**src/rtl/ipv4_dst_extract_pkg.sv**
```systemverilog
// Shared encodings and IPv4 header field positions for the destination-extract stage.
package ohr_pkg;

  typedef enum logic [2:0] {
    IDLE  = 3'd0,
    HDR   = 3'd1,
    ISSUE = 3'd2,
    DRAIN = 3'd3,
    DROP  = 3'd4
  } state_t;

  localparam logic [3:0] IHL_MIN  = 4'd5;
  localparam logic [3:0] IPV4_VER = 4'd4;

  localparam logic [3:0] TTL_WORD = 4'd2;
  localparam logic [3:0] DST_WORD = 4'd4;

  localparam int TTL_HI = 31;
  localparam int TTL_LO = 24;
  localparam int IHL_HI = 27;
  localparam int IHL_LO = 24;
  localparam int VER_HI = 31;
  localparam int VER_LO = 28;

endpackage

```
**src/rtl/ipv4_csum_acc.sv**
```systemverilog
// Ones'-complement accumulator over 16-bit halves of 32-bit header words.
// sum is the folded total including the word presented this cycle.
module ipv4_csum_acc (
  input  logic        clk,
  input  logic        rst_n,
  input  logic        clr,
  input  logic        acc_en,
  input  logic [31:0] data,
  output logic [15:0] sum
);

  logic [19:0] acc;
  logic [19:0] base;
  logic [19:0] nxt;
  logic [16:0] fold1;

  // Partial end-around fold on every add keeps the 20-bit accumulator from overflowing at IHL=15.
  assign base  = clr ? 20'd0 : ({4'd0, acc[15:0]} + {16'd0, acc[19:16]});
  assign nxt   = base + {4'd0, data[31:16]} + {4'd0, data[15:0]};
  assign fold1 = {1'b0, nxt[15:0]} + {13'd0, nxt[19:16]};
  assign sum   = fold1[15:0] + {15'd0, fold1[16]};

  always_ff @(posedge clk) begin
    if (!rst_n) begin
      acc <= '0;
    end else if (acc_en) begin
      acc <= nxt;
    end
  end

endmodule

```
**src/rtl/ipv4_dst_extract.sv**
```systemverilog
// IPv4 header parse: validates each packet and issues one destination lookup per accepted packet.
// Define HDR_CHECKSUM_EN to also drop packets whose header checksum does not verify.
module ipv4_dst_extract
  import ohr_pkg::*;
#(
  parameter int WIDTH = 32,
  parameter int IF_W  = 4,
  parameter int CNT_W = 16
) (
  input  logic             clk,
  input  logic             rst_n,
  input  logic [WIDTH-1:0] in_data,
  input  logic             in_valid,
  input  logic             in_sop,
  input  logic             in_eop,
  input  logic [IF_W-1:0]  in_if,
  output logic             in_ready,
  output logic [WIDTH-1:0] lkp_addr,
  output logic [IF_W-1:0]  lkp_src_if,
  output logic             lkp_ttl_exp,
  output logic             lkp_valid,
  input  logic             lkp_ready,
  output logic [CNT_W-1:0] drop_cnt
);

  state_t     state;
  logic [3:0] ihl_q;
  logic [3:0] idx;
  logic       eop_seen;
  logic [1:0] drop_inc;
  logic       beat;
  logic       sop_bad;
  logic       last_hdr;
  logic       csum_ok;

  function automatic logic [CNT_W-1:0] sat_add(input logic [CNT_W-1:0] a, input logic [1:0] b);
    logic [CNT_W:0] s;
    s = {1'b0, a} + {{(CNT_W-1){1'b0}}, b};
    return s[CNT_W] ? {CNT_W{1'b1}} : s[CNT_W-1:0];
  endfunction

  assign in_ready = (state != ISSUE);
  assign beat     = in_valid && in_ready;
  assign sop_bad  = (in_data[VER_HI:VER_LO] != IPV4_VER) || (in_data[IHL_HI:IHL_LO] < IHL_MIN);
  assign last_hdr = (idx == (ihl_q - 4'd1));

`ifdef HDR_CHECKSUM_EN
  logic [15:0] csum_sum;

  ipv4_csum_acc u_csum (
    .clk    (clk),
    .rst_n  (rst_n),
    .clr    (in_sop),
    .acc_en (beat && (in_sop || (state == HDR))),
    .data   (in_data),
    .sum    (csum_sum)
  );

  assign csum_ok = (csum_sum == 16'hFFFF);
`else
  assign csum_ok = 1'b1;
`endif

  // A SOP interrupting HDR costs the old packet plus possibly the new one, hence up to two per cycle.
  // A packet already in DROP was counted on entry, so its truncation by SOP is not counted again.
  always_comb begin
    drop_inc = 2'd0;
    if (beat) begin
      if (in_sop) begin
        if (state == HDR) drop_inc = drop_inc + 2'd1;
        if (sop_bad || in_eop) drop_inc = drop_inc + 2'd1;
      end else if (state == HDR) begin
        if (last_hdr ? !csum_ok : in_eop) drop_inc = 2'd1;
      end
    end
  end

  always_ff @(posedge clk) begin
    if (!rst_n) begin
      state       <= IDLE;
      ihl_q       <= '0;
      idx         <= '0;
      eop_seen    <= 1'b0;
      lkp_valid   <= 1'b0;
      lkp_addr    <= '0;
      lkp_src_if  <= '0;
      lkp_ttl_exp <= 1'b0;
      drop_cnt    <= '0;
    end else begin
      drop_cnt <= sat_add(drop_cnt, drop_inc);
      if (state == ISSUE) begin
        if (lkp_ready) begin
          lkp_valid <= 1'b0;
          state     <= eop_seen ? IDLE : DRAIN;
        end
      end else if (beat) begin
        if (in_sop) begin
          ihl_q      <= in_data[IHL_HI:IHL_LO];
          idx        <= 4'd1;
          lkp_src_if <= in_if;
          state      <= in_eop ? IDLE : (sop_bad ? DROP : HDR);
        end else begin
          case (state)
            HDR: begin
              idx <= idx + 4'd1;
              if (idx == TTL_WORD) lkp_ttl_exp <= (in_data[TTL_HI:TTL_LO] <= 8'd1);
              if (idx == DST_WORD) lkp_addr <= in_data;
              if (last_hdr) begin
                eop_seen <= in_eop;
                if (csum_ok) begin
                  state     <= ISSUE;
                  lkp_valid <= 1'b1;
                end else begin
                  state <= in_eop ? IDLE : DROP;
                end
              end else if (in_eop) begin
                state <= IDLE;
              end
            end
            DRAIN, DROP: if (in_eop) state <= IDLE;
            default: ;
          endcase
        end
      end
    end
  end

endmodule
```
**config.mk**
```make
export PLATFORM = sky130hd
export DESIGN_NAME = ipv4_dst_extract
export DESIGN_NICKNAME = d
export VERILOG_FILES = /design/src/rtl/ipv4_dst_extract_pkg.sv /design/src/rtl/ipv4_csum_acc.sv /design/src/rtl/ipv4_dst_extract.sv
export SDC_FILE = /design/constraint.sdc
export NUM_CORES = 1
export LEC_CHECK = 0
export ABC_CLOCK_PERIOD_IN_PS = 3050
export CAP_MARGIN = 10
export CORE_MARGIN = 3
export CORE_UTILIZATION = 42
export DETAILED_ROUTE_END_ITERATION = 16
export GPL_ROUTABILITY_DRIVEN = 0
export GPL_TIMING_DRIVEN = 1
export PLACE_DENSITY = 0.88
export SETUP_SLACK_MARGIN = 0.15
export SYNTH_ARGS = -nofsm -noshare
export SYNTH_HDL_FRONTEND = slang
export SYNTH_SLANG_ARGS = --single-unit
export TNS_END_PERCENT = 20
```
**constraint.sdc**
```tcl
create_clock -name clk -period 3.05 [get_ports clk]
set_input_delay 0.61 -clock clk [delete_from_list [all_inputs] [get_ports clk]]
set_output_delay 0.61 -clock clk [all_outputs]
set_load 0.01 [all_outputs]
```
==> impl_metrics.yaml <==
run_status:
  outcome: "finished clean"
power:
  irDropWorstVdd_v: 0.000225
  leakage_nw: 1.64
  power_density_nw_per_um2: 416
synthesis:
  synthAdderAreaFrac_pct: 3.56
  synth_common_cells: "96 x nand2_1, 66 x dfxtp_1, 55 x a21oi_1"
  synth.area.top_cells: "dfxtp_1 44%, nand2_1 12%, a21oi_1 9.1%, xor2_1 3.8%, ha_1 2.9%"
  async_flop_share_pct: 0
  synth_top_area_cell: "dfxtp_1"
  netlist_instances: 373
  yosys.area.top_type_share_pct: 43.7
  avgSynthCellArea_um2: 8.10
  synth_area_um2: 3020
  synth_cell_types: 50
  synth_top_family_by_area: "simple AND/OR/NAND/NOR gates"
  synth_xor_area_share_pct: 4.93
  synth-warning-count: 0
  synth_compound_area_share_pct: 16.1
  synth_edf_count: 0
  syn_nets: 423
  yosysSeqAreaShare_pct: 43.7
  synth-simple-area-share_pct: 24.9
  synth-seq-cells: 66
  synth.area.mux_share_pct: 1.37
  synth_most_common_cell: "nand2_1"
  synth_flop_cell: "dfxtp_1"
cells_and_area:
  antennaDiodeCount: 0
  fillers: 569
  drive_above_1_share_pct: 12.7
  multi_input_area_um2: 1610
  nets: 534
  stdcell_count: 585
  area_growth_pct: 48.2
  seqCellArea_um2: 1320
sta:
  hold_viol: 0
  rsz0062_at_grt: "yes"
  period_minus_slack_ns: 2.87
  drv_slew: 0
  max-slew-margin-rel_pct: 66.3
  finalCritPeriodShare_pct: 93.9
  setup_slack_ns: 0.185
  skew_ns: 0.00942
  setup_tns_ns: 0
  setup_viol: 0
  tightest_slew_ns: 0.504
  timing.fmax_mhz: 349
clocking:
  clkLatencyLatePin_ns: 0.35
  path_clk_slew_ns: 0.07
  cts_max_path_buffers: 2
  numCtsBuffers: 9
  cts_tree: "yes"
  htree_num_levels: 3
  ctsHoldBuffers: 0
  root_buffer: "clkbuf_8"
  clock_sinks: 66
setup_path:
  worstPathRequired_ns: 3.28
  criticalPathCategory: "primary input to flip-flop"
  cp_max_fo: 4
  startpoint_type: "primary input"
  ff2ff_path_depth: 14
  endpoint_kind: "flip-flop"
  cp.arrival_ns: 3.09
place:
  dp_slack_ns: -0.640
  place_inst: 566
  io_buffers: 96
  post-dp-hpwl_mm: 5.86
floorplan:
  die_x_um: 90.8
  die_height_um: 90.8
  initial_core_util_pct: 44.0
  dieArea_um2: 8250
  fp-row-count: 30
  io_pins: 97
  core-area_um2: 6870
route:
  routed_via_density: 5.24
  drc: 0
  finalWirelength_mm: 8.54
  first_pass_iters: 5
  ant_nets: 0
  drtIter0Drc: 220
  wl_per_cell_um: 14.6
  vias: 3068
hold_path:
  hp-class: "flip-flop to flip-flop"
  min_path_cells: 2
global_route:
  gr-usage-all-layers_pct: 20.7
  grt_pass1_wl_mm: 13.9
  grt-ovfl-total: 0
  antenna_found_initial: 0
  grt_pass1_vias: 2972
  grt_max_degree: 45
flow_run:
  max_cap_viol_count: 0
==> state kept, by name, indices dropped and copies added (netlist names) <==
| register | flops |
|---|---|
| lkp_src_if | 4 |
| lkp_ttl_exp | 1 |
| lkp_valid | 1 |
| ihl_q | 4 |
| state | 3 |
| drop_cnt | 16 |
| eop_seen | 1 |
| lkp_addr | 32 |
| idx | 4 |
==> cells in the final DEF, fill, tap and decap left out, types with 5 or more instances in the layout <==
| cell | n |
|---|---|
| nand2_1 | 95 |
| clkdlybuf4s50_1 | 88 |
| dfxtp_1 | 66 |
| a21oi_1 | 55 |
| buf_4 | 23 |
| nor2_1 | 13 |
| xor2_1 | 13 |
| inv_1 | 11 |
| nand3_1 | 9 |
| clkbuf_8 | 9 |
| and3_1 | 8 |
| nor3_1 | 8 |
| o21ai_0 | 6 |
| ha_1 | 5 |
==> final timing paths <==
check               startpoint           end  slack, ns
setup reg to reg      ihl_q[0]  drop_cnt[14]       0.19
hold reg to reg   lkp_addr[31]  lkp_addr[31]       0.46
setup / recovery   in_data[28]  drop_cnt[14]       0.18
hold / removal    lkp_addr[31]  lkp_addr[31]       0.46
==> through the flow <==
step / hold slack, ns / area [um2] / total power [W] / util [%]
after floorplan: 0.448 / 3050 / 0.000954 / -
after global routing: 0.484 / 4480 / 0.00192 / 65.2
after detailed placement: 0.446 / 4190 / 0.00104 / 60.9
final: 0.456 / 4480 / 0.00186 / 65.2
after global placement: 0.441 / 4190 / 0.00104 / 60.9
after CTS: 0.456 / 4460 / 0.00187 / 64.9
==> per-layer routing <==
metal / vias to the layer above / global-route usage, % / wire length, um
met5: - / 0 / 0
met4: 0 / 8.79 / 165
met3: 22 / 5.00 / 559
met2: 128 / 35.8 / 4370
met1: 1428 / 24.5 / 3450
li1: 1490 / - / -
==> logic make-up (layout without fill, tap and decap cells) <==
family                   Yosys count  after routing
XOR/XNOR                          17             17
adder cells (fa/ha/maj)            8              8
multiplexers                       4              4
AO/OA/AOI/OAI                     83             83
flip-flops                        66             66
AND/OR/NAND/NOR                  161            161
buffers and inverters             34            150
==> area by class of cell <==
type,count,area share (%)
clock buffers,9,2.77
multi-input cells,273,36.0
inverters,13,1.09
repair buffers,121,25.7
flip-flops and latches,66,29.5
well taps,96,2.68
clock inverters,7,2.26
==> report_power, final <==
part | switching [W] | internal [W] | leakage, nW | total (W)
logic | 0.0000658 | 0.0000849 | 0.993 | 0.000151
registers | 0.00000830 | 0.000869 | 0.533 | 0.000877
clock network | 0.000367 | 0.000468 | 0.112 | 0.000836
==> repair_timing <==
item | in CTS | in global routing
pin swaps | 10 | 8
setup buffers | 1 | 1
gates cloned | 1 | 0
resized for setup | 31 | 3
endpoints found under the setup margin | 16 | 16
endpoints found under the hold margin | 0 | 0
==> worst max-delay path: stages <==
cell and delay [ns]:
buf_8 0.10, nor3_4 0.18, o211ai_1 0.18, or2_4 0.29
ha_4 0.25, a32o_1 0.12, ha_2 0.19, inv_2 0.04
fa_2 0.35, nand2b_4 0.18, nor4_4 0.18, buf_4 0.17
and4b_1 0.21, nor3_2 0.05
Power figures use the tool's default switching activity.
